### src/rtl/sha256_pkg.sv
// Shared SHA-256 datapath definitions: word width, rotate constants and the
// reference rotate plus the Sigma/sigma mixers built on it.
package sha256_pkg;

  localparam int unsigned WORD_W    = 32;
  localparam int unsigned ROT_AMT_W = $clog2(WORD_W);

  localparam int unsigned ROT_2  = 2;
  localparam int unsigned ROT_6  = 6;
  localparam int unsigned ROT_7  = 7;
  localparam int unsigned ROT_11 = 11;
  localparam int unsigned ROT_13 = 13;
  localparam int unsigned ROT_17 = 17;
  localparam int unsigned ROT_18 = 18;
  localparam int unsigned ROT_19 = 19;
  localparam int unsigned ROT_22 = 22;
  localparam int unsigned ROT_25 = 25;

  typedef logic [WORD_W-1:0]    word_t;
  typedef logic [ROT_AMT_W-1:0] rot_amt_t;

  // Rotating the doubled word keeps amt=0 free of a shift-by-WORD_W term.
  function automatic word_t rotr(input word_t word, input rot_amt_t amt);
    logic [2*WORD_W-1:0] dbl;
    dbl = {word, word} >> amt;
    return dbl[WORD_W-1:0];
  endfunction

  function automatic word_t big_sigma0(input word_t x);
    return rotr(x, rot_amt_t'(ROT_2)) ^ rotr(x, rot_amt_t'(ROT_13)) ^
           rotr(x, rot_amt_t'(ROT_22));
  endfunction

  function automatic word_t big_sigma1(input word_t x);
    return rotr(x, rot_amt_t'(ROT_6)) ^ rotr(x, rot_amt_t'(ROT_11)) ^
           rotr(x, rot_amt_t'(ROT_25));
  endfunction

  function automatic word_t small_sigma0(input word_t x);
    return rotr(x, rot_amt_t'(ROT_7)) ^ rotr(x, rot_amt_t'(ROT_18)) ^
           (x >> 3);
  endfunction

  function automatic word_t small_sigma1(input word_t x);
    return rotr(x, rot_amt_t'(ROT_17)) ^ rotr(x, rot_amt_t'(ROT_19)) ^
           (x >> 10);
  endfunction

endpackage

### src/rtl/rotr_stage.sv
// One barrel-rotator stage: rotates right by 2**STAGE when en_i is high,
// otherwise passes data_i through unchanged.
module rotr_stage #(
  parameter int unsigned WIDTH = 32,
  parameter int unsigned STAGE = 0
) (
  input  logic             en_i,
  input  logic [WIDTH-1:0] data_i,
  output logic [WIDTH-1:0] data_o
);

  localparam int unsigned STEP = 1 << STAGE;

  // Select between the fixed-distance rotate and the bypass.
  always_comb begin
    data_o = data_i;
    if (en_i) begin
      data_o = {data_i[STEP-1:0], data_i[WIDTH-1:STEP]};
    end else begin
      data_o = data_i;
    end
  end

endmodule

### src/rtl/right_cyclic_shift.sv
// 32-bit ROTR primitive: a combinational fixed-amount rotate on out and a
// runtime-amount logarithmic rotator with a one-cycle registered result.
module right_cyclic_shift
  import sha256_pkg::*;
#(
  parameter  int unsigned WIDTH = WORD_W,
  parameter  int unsigned SHIFT = 1,
  localparam int unsigned AMT_W = $clog2(WIDTH)
) (
  input  logic             clk,
  input  logic             rst_n,
  input  logic [WIDTH-1:0] num,
  output logic [WIDTH-1:0] out,
  input  logic [AMT_W-1:0] amt,
  input  logic             in_valid,
  output logic [WIDTH-1:0] rot_q,
  output logic             out_valid
);

  generate
    if ((WIDTH < 2) || ((WIDTH & (WIDTH - 1)) != 0)) begin : g_bad_width
      $error("right_cyclic_shift: WIDTH must be a power of two >= 2");
    end
    if (SHIFT >= WIDTH) begin : g_bad_shift
      $error("right_cyclic_shift: SHIFT must be below WIDTH");
    end
  endgenerate

  // Static path: the shared reference rotate when the width matches the
  // SHA-256 word, a doubled-word rotate otherwise.
  generate
    if (WIDTH == WORD_W) begin : g_static_word
      localparam rot_amt_t SHIFT_AMT = rot_amt_t'(SHIFT);
      assign out = rotr(num, SHIFT_AMT);
    end else begin : g_static_generic
      logic [2*WIDTH-1:0] dbl_s;
      assign dbl_s = {num, num} >> SHIFT;
      assign out   = dbl_s[WIDTH-1:0];
    end
  endgenerate

  logic [AMT_W:0][WIDTH-1:0] stage_s;
  logic [WIDTH-1:0]          rot_d;
  logic [WIDTH-1:0]          rot_q_q;
  logic                      valid_d;
  logic                      valid_q;

  assign stage_s[0] = num;

  generate
    for (genvar k = 0; k < AMT_W; k++) begin : g_stage
      rotr_stage #(
        .WIDTH (WIDTH),
        .STAGE (k)
      ) u_stage (
        .en_i   (amt[k]),
        .data_i (stage_s[k]),
        .data_o (stage_s[k+1])
      );
    end
  endgenerate

  // Capture only when qualified, so an unknown amt with in_valid low never
  // reaches the result register.
  always_comb begin
    rot_d   = rot_q_q;
    valid_d = 1'b0;
    if (in_valid) begin
      rot_d   = stage_s[AMT_W];
      valid_d = 1'b1;
    end else begin
      rot_d   = rot_q_q;
      valid_d = 1'b0;
    end
  end

  // Result and valid registers, cleared asynchronously.
  always_ff @(posedge clk or negedge rst_n) begin
    if (!rst_n) begin
      rot_q_q <= {WIDTH{1'b0}};
      valid_q <= 1'b0;
    end else begin
      rot_q_q <= rot_d;
      valid_q <= valid_d;
    end
  end

  assign rot_q     = rot_q_q;
  assign out_valid = valid_q;

endmodule

### config.mk
export PLATFORM = sky130hd
export DESIGN_NAME = right_cyclic_shift
export DESIGN_NICKNAME = d
export VERILOG_FILES = /design/src/rtl/sha256_pkg.sv /design/src/rtl/rotr_stage.sv /design/src/rtl/right_cyclic_shift.sv
export SDC_FILE = /design/constraint.sdc
export NUM_CORES = 1
export LEC_CHECK = 0
export ABC_CLOCK_PERIOD_IN_PS = 1510
export BUFFER_PORTS_ARGS = -buffer_cell sky130_fd_sc_hd__buf_2
export CORE_UTILIZATION = 59
export DETAILED_ROUTE_END_ITERATION = 10
export GPL_TIMING_DRIVEN = 0
export PLACE_DENSITY = 0.87
export SETUP_SLACK_MARGIN = 0.3
export SYNTH_ARGS = -nofsm -noshare
export SYNTH_HDL_FRONTEND = slang
export SYNTH_HIERARCHICAL = 1
export SYNTH_SLANG_ARGS = --single-unit
### constraint.sdc
create_clock -name clk -period 1.51 [get_ports clk]
set_clock_uncertainty 0.1 [all_clocks]
set_input_delay 0.0755 -clock clk [delete_from_list [all_inputs] [get_ports clk]]
set_output_delay 0.0755 -clock clk [all_outputs]
set_load 0.005 [all_outputs]
### Word level (Yosys, flattened, before mapping)

Cells that the tools add are included.

| cells by class | value |
|---|---|
| muxes and demuxes | 6 |

Operators by type and width:

| kind | count |
|---|---|
| $mux W32 | 5 |
| $mux W1 | 1 |

| word-level totals | value |
|---|---|
| register bits after elaboration | 33 |
| output and inout bits | 65 |
| word-level logic and storage cells | 8 |

### Logic depth before layout (Yosys ltp)

| depth | value |
|---|---|
| depth in word-level cells | 5 |
| mapped depth | 8 |

### By module

The synthesis kept the hierarchy.

By module, submodules not included:

| module | instances | cells an instance | area each (um^2) | seq. area each (um^2) |
|---|---|---|---|---|
| rotr_stage | 5 | 36 | 544.3 | 0.0 |
| right_cyclic_shift | 1 | 101 | 1,610.3 | 825.8 |

### Worst setup path before layout

OpenSTA, ideal clock, no wires.

| path | value |
|---|---|
| kind | input -> register |
| start point | input amt[0] |
| end point | register rot_q_q[0], in the netlist rot_q[0] |
| library setup time | 0.125 ns |
| arrival time | 1.939 ns |
| data required time | 1.285 ns |
| slack | -0.654 ns |
| stages | 8 |
| path buffers | 2 |
| cells stage by stage | buf_6 > buf_12 > mux2_4 > mux2_4 > mux2_4 > mux2_4 > mux2_4 > mux2_4 |

RTL lines:

| item | RTL line | RTL |
|---|---|---|
| start, declared | right_cyclic_shift.sv:14 | `input logic [AMT_W-1:0] amt,` |
| end signal, assigned | right_cyclic_shift.sv:80 | `rot_q_q <= {WIDTH{1'b0}};` |
| end signal, assigned | right_cyclic_shift.sv:83 | `rot_q_q <= rot_d;` |
| end, declared | right_cyclic_shift.sv:44 | `logic [WIDTH-1:0] rot_q_q;` |

==> results.md <==
* Wirelength per Cell at 16.19 um
* IO Pins at 105
* CTS Buf Count at 5
* Minimum clock period at 1.978 ns
* Final std cells w/o fill at 489
* Largest cells by area after synthesis: mux2_4 62%, dfrtp_1 19%, buf_12 8.3%
* Worst slew pin tran at 0.6953 ns
* Initial DRT Pass Iterations at 3
* Relative slew margins at 53.65%
* Hold crit path type: in -> reg
* Port bufs at 99
* Via Count at 2474
* Critical Path RT at 1.57 ns
* Status: finished, violations left
* Register area share after synthesis at 19.06%
* Die span in y at 87.69 um
* Reg2reg start: rot_q[12]
* DRT antenna net count at 0
* Core Area at 6944 sq um
* Worst EP arrival at 2.04 ns
* Crit path launch: amt[0]
* Maxcap violations at 0
* Total track usage at 20.31%
* DR iter-0 viols at 38
* Final Max Slew Viols at 0
* Clock Tree Root: clkbuf_8
* Initial antenna violation count at 0
* Floorplan row count at 30
* RSZ-0062 raised after global routing: true
* Final hold viol count at 0
* Post-Synthesis Cell Area at 4332 sq um
* Static leakage at 0.002793 uW
* Cells after Synth at 281
* RePlAce Congestion at 0.8241
* Core Util, Final at 74.45%
* Die area at 7689 sq um
* Htree depth at 2
* Reg2Reg Setup Slack at 0.62 ns
* Setup WS post-layout at -0.4678 ns
* Area Overhead vs Synth at 19.35%
* Layout fillers at 451
* Startpoint types: input port
* Cell Pwr Density at 754.9 nW/um^2
* End of the critical path: rot_q[0]
* Total power at 3903 uW
* Clk slew on worst S/H paths at 0.06 ns
* Skew-Pair Late Insertion Delay at 0.28 ns
* CTS tree: done
* Capturing point of the worst reg2reg path: rot_q[12]
* Unique masters post-synth at 6
* FF-to-FF path depth at 1
* Synth top area share at 62.39%
* # diodes at 0
* Routed WL at 7918 um
* Syn avg cell area at 15.42 sq um
* Layout net count at 432
* Post-DP HPWL at 6733 um
* DIE WIDTH at 87.69 um
* Max VDD drop at 0.3276 mV
* Pin count of the biggest net entering global routing at 34
* Starting density of the core at 62.38%
* Crit-path max FO at 8
* Maximum root-to-sink buffer count at 2
* Failing checks: negative setup slack
* Syn_nets at 321
* GR Overflow Total at 0
* Crit Path Category: in -> reg
* Yosys reg bits at 33
* Max Clock Freq at 505.6 MHz
* Drc violations at 0
* Layout cells sized above 1 at 90.84%
* Final setup fails at 32
* Post-synth top area cell: mux2_4
* Vias in the first global route at 2496
* Period Utilization, post-route at 131.0%
* Clock sink count at 33
* Worst Setup End Kind: flop
* Synth warn at 6
* First-pass GRT wire length at 12250 um
* Placed cell count at 476
* Vias per cell at 5.059
flip-flops by register name, indices dropped and copies added (netlist names):
signal     flops
rot_q         32
out_valid      1
worst min path at each step:
| stage | start | cells after the start | endpoint | slack, ns |
|---|---|---|---|---|
| after CTS | in_valid | 3 | rot_q[31] | 0.11 |
| after global routing | in_valid | 3 | rot_q[31] | 0.11 |
| after global placement | rst_n | 1 | out_valid | 0.05 |
| final | in_valid | 3 | rot_q[31] | 0.11 |
| after detailed placement | rst_n | 1 | out_valid | 0.06 |
| after floorplan | rst_n | 0 | out_valid | -0.32 |
layout by cell type (no fill, tap or decap):
cell           instances
dfrtp_1               33
clkbuf_1               1
clkbuf_16              2
clkbuf_8               5
clkinv_2               2
dlygate4sd3_1          2
mux2_2                 3
buf_6                  5
buf_2                 99
buf_4                 32
buf_16                 1
mux2_4               189
buf_12                19
report_power, final:
part	total, uW	leakage, uW	internal (uW)	switching (uW)
sequential	1190	0.000386	1080	113
combinational	2090	0.00236	1410	677
clock	619	0.0000450	319	300
total	3900	0.00279	2810	1090
synthesized netlist by cell type:
master and count:
mux2_2 12, buf_4 32, dfrtp_1 33, buf_6 6
mux2_4 180, buf_12 18
critical path, cell delays in order:
cell       delay [ns]
buf_12           0.13
clkbuf_16        0.16
mux2_4           0.30
mux2_4           0.28
mux2_4           0.27
mux2_4           0.28
mux2_4           0.28
mux2_4           0.26
final cells by class:
class | count | area (sq um) | share of cell area, %
plain buffers | 56 | 676.9 | 13.09
well taps | 96 | 120.1 | 2.323
clock buffers | 6 | 72.57 | 1.404
flip-flops and latches | 33 | 825.8 | 15.97
clock inverters | 2 | 10.01 | 0.1936
repair buffers | 104 | 593.1 | 11.47
multi-input cells | 192 | 2872 | 55.54
layer usage:
layer / vias up / GRT usage [%] / part of all wire [%]
li1: 1210 / - / -
met1: 1170 / 22.82 / 42
met2: 87 / 40.27 / 54
met3: 7 / 1.791 / 3.2
met4: 0 / 5.812 / 0.92
met5: - / 0 / 0
repair_timing:
action | 4_1_cts | 5_1_grt
hold buffers | 2 | 0
resized for setup | 1 | 0
hold endpoints to repair | 34 | 0
endpoints found under the setup margin | 32 | 32
buffers inserted | 0 | 0
cloned | 1 | 2
logic make-up (layout without fill, tap and decap cells):
kind of cell	count (synthesis)	count (layout)	share of synthesized area, %
buf+inv	56	168	15.42
flops	33	33	19.06
mux	192	192	65.51
metrics by stage:
stage	cell area (sq um)	TNS (ns)	hold slack, ns	setup slack, ns
final	5170	-14.17	0.1133	-0.4678
after global routing	5170	-14.69	0.1070	-0.4780
after CTS	5120	-13.76	0.1090	-0.4460
after detailed placement	4990	-23.11	0.06039	-0.7472
after global placement	4990	-22.49	0.04636	-0.7188
after floorplan	4374	-20.68	-0.3201	-0.6468
Power figures use the tool's default switching activity.
